## src/rtl/reg_arb_pkg.sv

```systemverilog
// Shared types for the two-host register access arbiter.
// Latency: n/a (types and constants only).
// Backpressure: n/a.
//
// The request struct is sized by ARB_REG_W / ARB_ADDR_W; the top-level
// REG_W / ADDR_W parameters default to these and must track them.
package reg_arb_pkg;

    localparam int NUM_HOSTS  = 2;
    localparam int ARB_REG_W  = 8;
    localparam int ARB_ADDR_W = 8;

    typedef enum logic [1:0] {
        IDLE    = 2'd0,
        ISSUE   = 2'd1,
        CAPTURE = 2'd2
    } arb_state_t;

    typedef logic host_idx_t;

    typedef struct packed {
        logic                  wr_rdn;
        logic [ARB_ADDR_W-1:0] addr;
        logic [ARB_REG_W-1:0]  wdata;
    } arb_req_t;

endpackage

```

## src/rtl/rr_arbiter2.sv

```systemverilog
// Two-way round-robin arbiter with its own pointer.
// Latency: grant is combinational from i_req; pointer updates on i_advance.
// Backpressure: none; the caller decides when a grant is consumed.
//
// Ports: i_req (one bit per host), i_advance (grant taken this cycle),
//        o_grant (one-hot, zero when nobody requests), o_gidx (winner index).
module rr_arbiter2
    import reg_arb_pkg::*;
(
    input  logic                 clk,
    input  logic                 rst,
    input  logic [NUM_HOSTS-1:0] i_req,
    input  logic                 i_advance,
    output logic [NUM_HOSTS-1:0] o_grant,
    output host_idx_t            o_gidx
);

    host_idx_t r_ptr;
    host_idx_t w_gidx;

    // The pointed-at host wins a tie; a lone requester wins regardless.
    always_comb begin
        w_gidx  = r_ptr;
        if (!i_req[r_ptr] && i_req[~r_ptr]) begin
            w_gidx = ~r_ptr;
        end
        o_grant = '0;
        if (|i_req) begin
            o_grant[w_gidx] = 1'b1;
        end
    end

    assign o_gidx = w_gidx;

    always_ff @(posedge clk) begin
        if (rst) begin
            r_ptr <= 1'b0;
        end else if (i_advance) begin
            r_ptr <= ~w_gidx;
        end
    end

endmodule

```

## src/rtl/reg_access_arbiter.sv

```systemverilog
// Arbitrates SPI (host 0) and I2C (host 1) register accesses onto one bank port.
// Latency: 4 cycles request->rsp for in-range accesses, 3 for range errors.
// Backpressure: one-deep slot per host; busy while full, ovf pulse on a drop.
//
// Ports: clk/rst (sync, active high); per host hN_req/wr_rdn/addr/wdata in,
//        hN_busy/ovf/rsp/err/rdata out; bank_req/wr_rdn/addr/wdata out,
//        bank_rdata in (valid one cycle after bank_req).
module reg_access_arbiter
    import reg_arb_pkg::*;
#(
    parameter int REG_W    = ARB_REG_W,
    parameter int ADDR_W   = ARB_ADDR_W,
    parameter int NUM_REGS = 16,
    parameter int BANK_AW  = $clog2(NUM_REGS)
) (
    input  logic               clk,
    input  logic               rst,
    input  logic               h0_req,
    input  logic               h0_wr_rdn,
    input  logic [ADDR_W-1:0]  h0_addr,
    input  logic [REG_W-1:0]   h0_wdata,
    output logic               h0_busy,
    output logic               h0_ovf,
    output logic               h0_rsp,
    output logic               h0_err,
    output logic [REG_W-1:0]   h0_rdata,
    input  logic               h1_req,
    input  logic               h1_wr_rdn,
    input  logic [ADDR_W-1:0]  h1_addr,
    input  logic [REG_W-1:0]   h1_wdata,
    output logic               h1_busy,
    output logic               h1_ovf,
    output logic               h1_rsp,
    output logic               h1_err,
    output logic [REG_W-1:0]   h1_rdata,
    output logic               bank_req,
    output logic               bank_wr_rdn,
    output logic [BANK_AW-1:0] bank_addr,
    output logic [REG_W-1:0]   bank_wdata,
    input  logic [REG_W-1:0]   bank_rdata
);

    // Host requests are flopped at the pins first; slot acceptance works on
    // the flopped copy, which places busy one cycle after the request edge.
    logic [NUM_HOSTS-1:0] r_in_vld;
    arb_req_t             r_in_req   [NUM_HOSTS];
    logic [NUM_HOSTS-1:0] r_slot_vld;
    arb_req_t             r_slot     [NUM_HOSTS];
    logic [NUM_HOSTS-1:0] r_ovf;
    logic [NUM_HOSTS-1:0] r_rsp;
    logic [NUM_HOSTS-1:0] r_err;
    logic [REG_W-1:0]     r_rdata    [NUM_HOSTS];

    arb_state_t           r_state;
    host_idx_t            r_win;
    logic                 r_iss_err;
    logic                 r_bank_req;
    logic                 r_bank_wr_rdn;
    logic [BANK_AW-1:0]   r_bank_addr;
    logic [REG_W-1:0]     r_bank_wdata;

    logic [NUM_HOSTS-1:0] w_req;
    arb_req_t             w_req_dat  [NUM_HOSTS];
    logic [NUM_HOSTS-1:0] w_grant;
    host_idx_t            w_gidx;
    logic                 w_iss_load;
    logic [NUM_HOSTS-1:0] w_clr;
    arb_req_t             w_sel;
    logic                 w_in_range;

    always_comb begin
        w_req        = {h1_req, h0_req};
        w_req_dat[0] = '{wr_rdn: h0_wr_rdn, addr: h0_addr, wdata: h0_wdata};
        w_req_dat[1] = '{wr_rdn: h1_wr_rdn, addr: h1_addr, wdata: h1_wdata};
    end

    rr_arbiter2 u_rr (
        .clk       (clk),
        .rst       (rst),
        .i_req     (r_slot_vld),
        .i_advance (w_iss_load),
        .o_grant   (w_grant),
        .o_gidx    (w_gidx)
    );

    assign w_iss_load = (r_state == IDLE) && (|r_slot_vld);
    assign w_clr      = w_iss_load ? w_grant : '0;
    assign w_sel      = r_slot[w_gidx];
    // Range check on the full host address so aliases above NUM_REGS error out.
    assign w_in_range = (32'(w_sel.addr) < NUM_REGS);

    // Pending slots. A flopped request arriving on the cycle its slot is
    // emptied into the issue register is accepted rather than dropped.
    always_ff @(posedge clk) begin
        if (rst) begin
            r_in_vld   <= '0;
            r_slot_vld <= '0;
            r_ovf      <= '0;
            for (int i = 0; i < NUM_HOSTS; i++) begin
                r_in_req[i] <= '0;
                r_slot[i]   <= '0;
            end
        end else begin
            r_in_vld <= w_req;
            for (int i = 0; i < NUM_HOSTS; i++) begin
                r_in_req[i] <= w_req_dat[i];
                r_ovf[i]    <= 1'b0;
                if (r_in_vld[i] && (!r_slot_vld[i] || w_clr[i])) begin
                    r_slot_vld[i] <= 1'b1;
                    r_slot[i]     <= r_in_req[i];
                end else if (r_in_vld[i]) begin
                    r_ovf[i] <= 1'b1;
                end else if (w_clr[i]) begin
                    r_slot_vld[i] <= 1'b0;
                end
            end
        end
    end

    // Access FSM. The bank_* flops double as the issue register.
    always_ff @(posedge clk) begin
        if (rst) begin
            r_state       <= IDLE;
            r_win         <= 1'b0;
            r_iss_err     <= 1'b0;
            r_bank_req    <= 1'b0;
            r_bank_wr_rdn <= 1'b0;
            r_bank_addr   <= '0;
            r_bank_wdata  <= '0;
            r_rsp         <= '0;
            r_err         <= '0;
            for (int i = 0; i < NUM_HOSTS; i++) begin
                r_rdata[i] <= '0;
            end
        end else begin
            r_bank_req <= 1'b0;
            r_rsp      <= '0;
            r_err      <= '0;
            case (r_state)
                IDLE: begin
                    if (w_iss_load) begin
                        r_win         <= w_gidx;
                        r_bank_wr_rdn <= w_sel.wr_rdn;
                        r_bank_addr   <= w_sel.addr[BANK_AW-1:0];
                        r_bank_wdata  <= w_sel.wdata;
                        r_iss_err     <= !w_in_range;
                        if (w_in_range) begin
                            r_bank_req <= 1'b1;
                            r_state    <= ISSUE;
                        end else begin
                            r_state    <= CAPTURE;
                        end
                    end
                end
                ISSUE: begin
                    r_state <= CAPTURE;
                end
                CAPTURE: begin
                    if (r_iss_err) begin
                        r_rdata[r_win] <= '0;
                    end else if (!r_bank_wr_rdn) begin
                        r_rdata[r_win] <= bank_rdata;
                    end
                    r_rsp[r_win] <= 1'b1;
                    r_err[r_win] <= r_iss_err;
                    r_state      <= IDLE;
                end
                default: begin
                    r_state <= IDLE;
                end
            endcase
        end
    end

    assign h0_busy     = r_slot_vld[0];
    assign h1_busy     = r_slot_vld[1];
    assign h0_ovf      = r_ovf[0];
    assign h1_ovf      = r_ovf[1];
    assign h0_rsp      = r_rsp[0];
    assign h1_rsp      = r_rsp[1];
    assign h0_err      = r_err[0];
    assign h1_err      = r_err[1];
    assign h0_rdata    = r_rdata[0];
    assign h1_rdata    = r_rdata[1];
    assign bank_req    = r_bank_req;
    assign bank_wr_rdn = r_bank_wr_rdn;
    assign bank_addr   = r_bank_addr;
    assign bank_wdata  = r_bank_wdata;

endmodule
```

## config.mk

```make
export PLATFORM = sky130hd
export DESIGN_NAME = reg_access_arbiter
export DESIGN_NICKNAME = d
export VERILOG_FILES = /design/src/rtl/reg_arb_pkg.sv /design/src/rtl/rr_arbiter2.sv /design/src/rtl/reg_access_arbiter.sv
export SDC_FILE = /design/constraint.sdc
export NUM_CORES = 1
export LEC_CHECK = 0
export CORE_MARGIN = 1.5
export CORE_UTILIZATION = 25
export CTS_BUF_LIST = sky130_fd_sc_hd__clkbuf_4 sky130_fd_sc_hd__clkbuf_8
export DETAILED_ROUTE_END_ITERATION = 10
export DONT_BUFFER_PORTS = 1
export PLACE_DENSITY_LB_ADDON = 0.1
export SKIP_CTS_REPAIR_TIMING = 1
export SLEW_MARGIN = 20
export SYNTH_ARGS = -nofsm -noshare
export SYNTH_HDL_FRONTEND = slang
export SYNTH_SLANG_ARGS = --single-unit
```

## constraint.sdc

```tcl
create_clock -name clk -period 1.75 [get_ports clk]
set_input_delay 0.525 -clock clk [delete_from_list [all_inputs] [get_ports clk]]
set_output_delay 0.525 -clock clk [all_outputs]
set_load 0.01 [all_outputs]
```

; ---- Word level (Yosys, flattened, before mapping)
; Memories as Yosys holds them, arrays and structs flattened.
; Index checks and enable logic that the tools add are counted.
[classes]
n_lt_le_gt_ge = 7
eq_ne = 5
mux = 49
bitwise_logic = 11
n_reduce_logical = 24
[op_table]
columns = cell, n
row1 = 17-bit 2-to-1 mux, 4
row2 = 1-bit 2-to-1 mux, 36
row3 = 8-bit 2-to-1 mux, 2
row4 = 1-bit by 2-bit less-than comparator with 1-bit output (second input constant), 4
row5 = 8-bit by 5-bit less-than comparator with 1-bit output (second input constant), 1
row6 = 2-bit 2-to-1 mux, 4
row7 = 2-bit OR reduction, 4
row8 = 8-bit OR reduction, 1
row9 = 1-bit logical AND, 6
row10 = 2-bit AND reduction, 3
row11 = 1-bit NOT, 5
row12 = 1-bit OR, 5
row13 = 1-bit logical NOT, 4
row14 = 2-bit by 1-bit != test with 1-bit output (second input constant), 2
row15 = 2-bit one-hot mux with 2 select lines, 1
row16 = 2-bit nonzero test, 2
row17 = 3-bit OR reduction, 1
row18 = 2-bit bitwise AND, 1
row19 = 1-bit demux with 1-bit select, 2
row20 = 2-bit by 1-bit == test with 1-bit output (second input constant), 1
row21 = 2-bit == test (second input constant), 1
row22 = 1-bit greater-or-equal comparator (second input constant), 2
row23 = 2-bit logical NOT, 1
row24 = 1-bit logical OR, 2
row25 = 2-bit != test (second input constant), 1
[word_totals]
regBits = 29
mem_bits_rw = 84
out_inout_bits = 38
wordCells = 114
memories = 3
[mem_list]
columns = name, words, word_bits, read_ports, rd_ports_with_merged_regs, wr, line_no
row1 = r_in_req, 2, 17, 2, 0, 2, reg_access_arbiter.sv:46  ; arb_req_t r_in_req [NUM_HOSTS];
row2 = r_slot, 2, 17, 1, 0, 2, reg_access_arbiter.sv:48  ; arb_req_t r_slot [NUM_HOSTS];
row3 = r_rdata, 2, 8, 2, 0, 2, reg_access_arbiter.sv:52  ; logic [REG_W-1:0] r_rdata [NUM_HOSTS];

; ---- Logic depth before layout (Yosys ltp)
; Gate-level depths: netlist (run 1).
[depth]
word_depth = 17
depth_mapped = 6
mapped_depth_nobuf = 4

; ---- Modules after synthesis
; Synthesis (run 1) repeated with hierarchy kept, for this count alone.
[hier_totals]
cells_unflattened = 350
area_unflattened_um2 = 4117.7
[modules_own_cells]
columns = module, instances, cells_per_inst, area_per_inst_um2, seq_area_each_um2
row1 = reg_access_arbiter, 1, 340, 4047.6, 2742.6
row2 = rr_arbiter2, 1, 10, 70.1, 20.0

; ---- Worst setup path after synthesis (run 1)
; No wires, ideal clock.
[synth_timing]
path_kind = input-to-reg
startpoint = input rst
endpoint = memory r_rdata[0][0] (netlist bit) (enable)
setup_ns = 0.326
arrival_time_ns = 1.435
required_ns = 1.424
slack_ns = -0.011
path_stages = 4
n_path_buf = 1
cell_sequence = buf_6 -> or3b_4 -> nor2_1 -> a21o_1
[synth_lines]
columns = item, line_no
row1 = from (decl), reg_access_arbiter.sv:17  ; input logic rst,
row2 = to (decl), reg_access_arbiter.sv:52

; ---- Worst setup path in the final report (run 1)
[layout_timing]
startpoint = register r_slot_vld[0]
endpoint = output h0_busy
[layout_lines]
columns = item, line_no
row1 = from (decl), reg_access_arbiter.sv:47  ; logic [NUM_HOSTS-1:0] r_slot_vld;
row2 = from (signal assigned), reg_access_arbiter.sv:97  ; r_slot_vld <= '0;
row3 = "from (signal, indexed assignment)", reg_access_arbiter.sv:109  ; r_slot_vld[i] <= 1'b1;
row4 = "from (signal, indexed assignment)", reg_access_arbiter.sv:114  ; r_slot_vld[i] <= 1'b0;
row5 = to (decl), reg_access_arbiter.sv:22  ; output logic h0_busy,
; No word-level cell between the ends.

==> results_dict.tcl, run 1 <==
set metrics [dict create \
    worst-endpoint-required_ns 1.22 \
    viasPerCell 4.08 \
    synth_top_area_share_pct 38.1 \
    ant_nets 0 \
    final.fill_count 1587 \
    power.density_nw_per_um2 1190 \
    synth_cell_type_count 32 \
    die_area_um2 16500 \
    grt_max_degree 99 \
    htree_num_levels 4 \
    grt_antenna_before_repair 0 \
    synth_top_family_by_area "simple AND/OR/NAND/NOR gates" \
    yosysWarnings 0 \
    postSynthAreaPerCell_um2 13.6 \
    synth_top_area_cell "edfxtp_1" \
    critPathTopFamily "flip-flops" \
    grt_pass1_wl_mm 11.9 \
    crit_top_cell "buf_4" \
    cts_buffer_depth 2 \
    max_slew_margin_pct 56.4 \
    worstSkewPairLatency_ns 0.43 \
    portBuffers 0 \
    cp-start-kind "flop" \
    maxCapViolations 0 \
    cpPeakStageDelay_ns 0.40 \
    place_congestion 0.691 \
    grt_pass1_vias 2208 \
    yosys.area_share.simple_pct 20.2 \
    post-route-cell-area_um2 4650 \
    min-delay-start "rst" \
    pin_count 84 \
    ff2ff_path_depth 6 \
    syn_nets 335 \
    fin_crit_sh_pct 93.6 \
    netlist_top_cells_area "edfxtp_1, dfxtp_1, nor3b_1, nor2b_1, a222oi_1" \
    dpl.hpwl_mm 4.81 \
    root_buffer "clkbuf_8" \
    p_sw_mw 1.21 \
    grt-ovfl-total 0 \
    setup.worst_path.start "r_slot_vld[0]$_SDFFE_PP0P_" \
    coreArea_um2 15300 \
    cp_cell_sequence "buf_4 -> buf_4" \
    min_period_ns 1.64 \
    fin_skew_ns 0.0135 \
    area_growth_pct 18.2 \
    worst-path-buf-inv 2 \
    synth_seq_area_share_pct 70.2 \
    clkPwrFrac_pct 40.9 \
    numClockSinks 113 \
    synth-seq-cells 113 \
    initial_core_util_pct 25.7 \
    endpoint_kind "primary output" \
    r2r_end "r_slot[0][5]$_SDFFCE_PN0P_" \
    vdd_drop_max_mv 0.540 \
    p_leak_nw 1.69 \
    path_class "flop to primary output" \
    drive_gt1_share_pct 19.3 \
    nets 355 \
    ys_top_cells_by_count "dfxtp_1, edfxtp_1, nor2b_1, nor3b_1, nor2_1" \
    switching_share_pct 21.9 \
    crit_cells 2 \
    die_h_um 129 \
    drt_iter0_drc 124 \
    rows 45 \
    cp_max_fo 5 \
    fmax_mhz 610 \
    pre_cts_ws_ns -0.0388 \
    pwr-share-comb_pct 5.1 \
    rr_startpoint "r_state[1]$_SDFFE_PP0P_" \
    grt.total_usage_pct 10.0 \
    r2r_slack_ns 0.12 \
    wirelength_mm 7.57 \
    synth_compound_area_share_pct 6.45 \
    fin_ws_ns 0.112 \
    synth_edf_count 50 \
    ys.flop_type "dfxtp_1" \
    hold_viol_final 0 \
    hold_class "primary input to flop" \
    slowest_stage "dfxtp_1" \
    worstSetupEndpoint "h0_busy" \
    clkTransAtPathRegs_ns 0.07 \
    synth.most_common_cell "dfxtp_1" \
    pwr-share-seq_pct 53.9 \
    worst_slew_pin_slew_ns 0.654 \
    cts_tree "built" \
    placed_area_um2 4270 \
    syn_inst 289 \
    drt_pass1_iterations 5 \
    status "completed" \
    netlist_area_um2 3940 \
    via_count 2176 \
    die_w_um 129 \
    crit_arrival_ns 1.11 \
    drc 0 \
    num_antenna_cells 0 \
    synthArstFlopShare_pct 0 \
    hold_depth 1 \
    finalSetupViolCount 0 \
    wire_per_inst_um 14.2 \
    yosys.area_share.adder_pct 0.254 \
    p_int_mw 4.32 \
    synth_xor_area_share_pct 0 \
    cts_buffers 17 \
    rsz0062_at_grt "false" \
    synthMuxAreaShare_pct 0.254 \
    drv_slew 0 \
]
flip-flops by register name (all words and copies together) (netlist names):
register,flops
r_in_req,34
r_slot,34
r_rdata,16
bank_wdata,8
bank_addr,4
r_err,2
r_in_vld,2
r_ovf,2
r_rsp,2
r_slot_vld,2
r_state,2
bank_req,1
bank_wr_rdn,1
r_iss_err,1
r_win,1
u_rr.r_ptr,1
through the flow:
stage	total power [mW]	std cells	utilization, %	TNS, ns	hold slack [ns]
6_report	5.53	533	30.4	0	0.161
5_1_grt	5.80	533	30.4	0	0.107
4_1_cts	5.63	532	30.3	-0.648	0.121
3_5_place_dp	3.33	500	27.9	-0.477	0.477
3_3_place_gp	3.33	500	27.9	-0.233	0.469
2_1_floorplan	3.24	289	-	0	0.454
cells by family (layout without fill, tap and decap cells):
| family | count (synthesis) | in the layout |
|---|---|---|
| fa+ha+maj | 1 | 1 |
| flops | 113 | 113 |
| simple gates | 124 | 124 |
| buf+inv | 21 | 54 |
| mux | 1 | 1 |
| compound gates | 29 | 29 |
cell type report:
cell class | count | area [um^2] | share of cell area, %
well taps | 211 | 264 | 5.67
clock buffers | 25 | 307 | 6.59
repair buffers | 19 | 168 | 3.60
multi-input cells | 155 | 1080 | 23.2
clock inverters | 7 | 61.3 | 1.32
inverters | 3 | 11.3 | 0.242
flip-flops and latches | 113 | 2760 | 59.4
how the worst min path moves through the flow:
| stage | endpoint | slack, ns |
|---|---|---|
| 2_1_floorplan | r_ovf[1]$_SDFF_PP0_ | 0.45 |
| 3_3_place_gp | bank_wdata[7]$_SDFFE_PP0P_ | 0.47 |
| 3_5_place_dp | bank_addr[0]$_SDFFE_PP0P_ | 0.48 |
| 4_1_cts | r_in_req[0][15]$_SDFF_PP0_ | 0.12 |
| 5_1_grt | r_in_req[0][15]$_SDFF_PP0_ | 0.11 |
| 6_report | r_in_req[0][15]$_SDFF_PP0_ | 0.16 |
cells in the final DEF (no fill, tap or decap), types with 2 or more instances in the layout:
| cell type | Yosys | routed |
|---|---|---|
| a21o_1 | 4 | 2 |
| a21o_2 | 0 | 2 |
| a21oi_1 | 4 | 4 |
| a222oi_1 | 13 | 13 |
| a22o_1 | 2 | 2 |
| and2_1 | 18 | 18 |
| and3_1 | 2 | 2 |
| buf_12 | 0 | 2 |
| buf_4 | 1 | 17 |
| clkbuf_4 | 0 | 6 |
| clkbuf_8 | 0 | 19 |
| clkinv_2 | 0 | 5 |
| dfxtp_1 | 63 | 63 |
| edfxtp_1 | 50 | 50 |
| inv_1 | 3 | 3 |
| nand2_1 | 2 | 2 |
| nand2b_1 | 2 | 2 |
| nor2_1 | 21 | 18 |
| nor2_2 | 0 | 3 |
| nor2b_1 | 37 | 37 |
| nor3_1 | 2 | 2 |
| nor3b_1 | 35 | 35 |
| nor4_1 | 2 | 2 |
power by group through the flow:
stage | registers, mW | logic (mW) | clock network, mW
detailed placement | 3.04 | 0.288 | 0
finish | 2.98 | 0.283 | 2.26
floorplan | 3.02 | 0.219 | 0
CTS | 2.98 | 0.289 | 2.36
global route | 3.00 | 0.320 | 2.49
global placement | 3.04 | 0.287 | 0
per-layer routing:
metal / vias up / part of all wire [%] / wire length (um) / global-route usage, %
met5: - / 0 / 0 / 0
li1: 1078 / - / - / -
met4: 0 / 1.7 / 129 / 5.16
met1: 997 / 43 / 3280 / 11.7
met3: 13 / 11 / 836 / 6.36
met2: 88 / 44 / 3320 / 14.2
Power figures use the tool's default switching activity.
==> run 2, diff against run 1 <==
- GPL_ROUTABILITY_DRIVEN: default -> 0
- REMOVE_ABC_BUFFERS: default -> 1
- SLEW_MARGIN: 20 -> 30
==> run 2 against run 1 <==
Net effect: register-to-register slack better by 0.04 ns; clock power up 11%; clock-buffer cell count up 3; cell area up 0.86%; sequential share of layout area down 0.51 points; power up 4.7%; critical path depth up 1; sequential power about the same; flip-flop and latch count unchanged; clock skew down 0.0042 ns; routed wire length up 8.6%; largest power group unchanged; cell count down 0.75%.
==> results_dict.tcl, run 2 (synthesis results as in run 1) <==
set metrics [dict create \
    die_w_um 129 \
    hold_viol_final 0 \
    clkTransAtPathRegs_ns 0.06 \
    rows 45 \
    cts_buffer_depth 2 \
    rr_startpoint "r_state[1]$_SDFFE_PP0P_" \
    endpoint_kind "flop" \
    critPathTopFamily "simple AND/OR/NAND/NOR gates" \
    cpPeakStageDelay_ns 0.45 \
    nets 351 \
    wirelength_mm 8.22 \
    hold_class "primary input to flop" \
    hold_path_end "r_in_req[0][24]$_SDFF_PP0_" \
    coreArea_um2 15300 \
    hold_depth 1 \
    r2r_end "r_rdata[1][7]$_SDFFCE_PN0P_" \
    cp-start-kind "flop" \
    pin_count 84 \
    cp_cell_sequence "or3b_4 -> nor4b_4 -> and2_1" \
    vdd_drop_max_mv 0.481 \
    ff2ff_path_depth 3 \
    mostFrequentLayoutCell "dfxtp_1" \
    drv_slew 0 \
    num_antenna_cells 0 \
    r2r_slack_ns 0.16 \
    wire_per_inst_um 15.5 \
    final_cell_mix "dfxtp_1, edfxtp_1, nor2b_1" \
    drive_gt1_share_pct 16.7 \
    power.density_nw_per_um2 1230 \
    drt_iter0_drc 147 \
    viasPerCell 4.09 \
    layout_top_registers "r_in_req (34), r_slot (34), r_rdata (16)" \
    root_buffer "clkbuf_8" \
    crit_arrival_ns 1.89 \
    min_period_ns 1.59 \
    portBuffers 0 \
    htree_num_levels 4 \
    fin_ws_ns 0.164 \
    maxCapViolations 0 \
    path_class "flop to flop" \
    grt_pass1_wl_mm 12.7 \
    area_growth_pct 19.2 \
    rsz0062_at_grt "false" \
    drt_pass1_iterations 4 \
    cts_tree "built" \
    numClockSinks 113 \
    drc 0 \
    place_inst 497 \
    fin_skew_ns 0.00929 \
    worst-endpoint-required_ns 2.06 \
    grt_pass1_vias 2250 \
    via_count 2164 \
    fmax_mhz 630 \
    grt_max_degree 99 \
    die_area_um2 16500 \
    grt.total_usage_pct 10.7 \
    worstSkewPairLatency_ns 0.44 \
    grt_antenna_before_repair 0 \
    finalSetupViolCount 0 \
    cts_buffers 17 \
    ant_nets 0 \
    max_slew_margin_pct 72.7 \
    worst_slew_pin_slew_ns 0.398 \
    worst-path-buf-inv 0 \
    cp_max_fo 8 \
    min-delay-start "rst" \
    dpl.hpwl_mm 4.90 \
    grt-ovfl-total 0 \
    die_h_um 129 \
    pre_cts_ws_ns 0.0265 \
    fin_cells 529 \
    status "completed" \
    fin_tns_setup_ns 0 \
    initial_core_util_pct 25.7 \
    fin_crit_sh_pct 90.6 \
    p_leak_nw 1.69 \
    slowest_stage "nor4b_4" \
]
## run 2: how the worst max path moves through the flow
stage,start,end,cells past startpoint
4_1_cts,r_state[0]$_SDFFE_PP0P_,r_slot[1][14]$_SDFFCE_PN0P_,5
5_1_grt,r_state[1]$_SDFFE_PP0P_,r_rdata[1][2]$_SDFFCE_PN0P_,3
3_3_place_gp,rst,r_rdata[1][1]$_SDFFCE_PN0P_,3
2_1_floorplan,r_slot_vld[1]$_SDFFE_PP0P_,r_slot[0][0]$_SDFFCE_PN0P_,4
3_5_place_dp,rst,r_rdata[1][7]$_SDFFCE_PN0P_,3
6_report,r_state[1]$_SDFFE_PP0P_,r_rdata[1][7]$_SDFFCE_PN0P_,3
## run 2: layout make-up
class,count,area [um^2]
fill,1573,10600
sequential,113,2760
multi-input combinational,155,1070
clock buffer,28,335
tap,211,264
timing repair buffer,15,175
clock inverter,4,75.1
inverter,3,11.3
## run 2: where the power goes
part / total (mW) / switching, mW / internal [mW]
Combinational: 0.292 / 0.151 / 0.141
Sequential: 2.98 / 0.0812 / 2.90
Clock: 2.51 / 1.00 / 1.51
## run 2: worst reg2reg max path, cell delays in order (launching register included)
cell and delay, ns:
dfxtp_1 0.39, or3b_4 0.44, nor4b_4 0.45, and2_1 0.19
## run 2: layer usage
layer	track usage [%]	share of wire [%]	up-vias
met5	0	0	-
met1	12.2	42	1007
met4	5.55	1.5	0
met2	16.3	48	78
met3	5.70	8.5	10
li1	-	-	1069
## run 2: per-stage QoR
step	instance area (um^2)	power, mW	hold slack, ns	utilization, %
global route	4690	6.04	0.115	30.7
detailed placement	4280	3.34	0.474	28.0
floorplan	3840	3.20	0.454	-
global placement	4280	3.34	0.465	28.0
CTS	4690	5.88	0.125	30.7
finish	4690	5.79	0.156	30.7
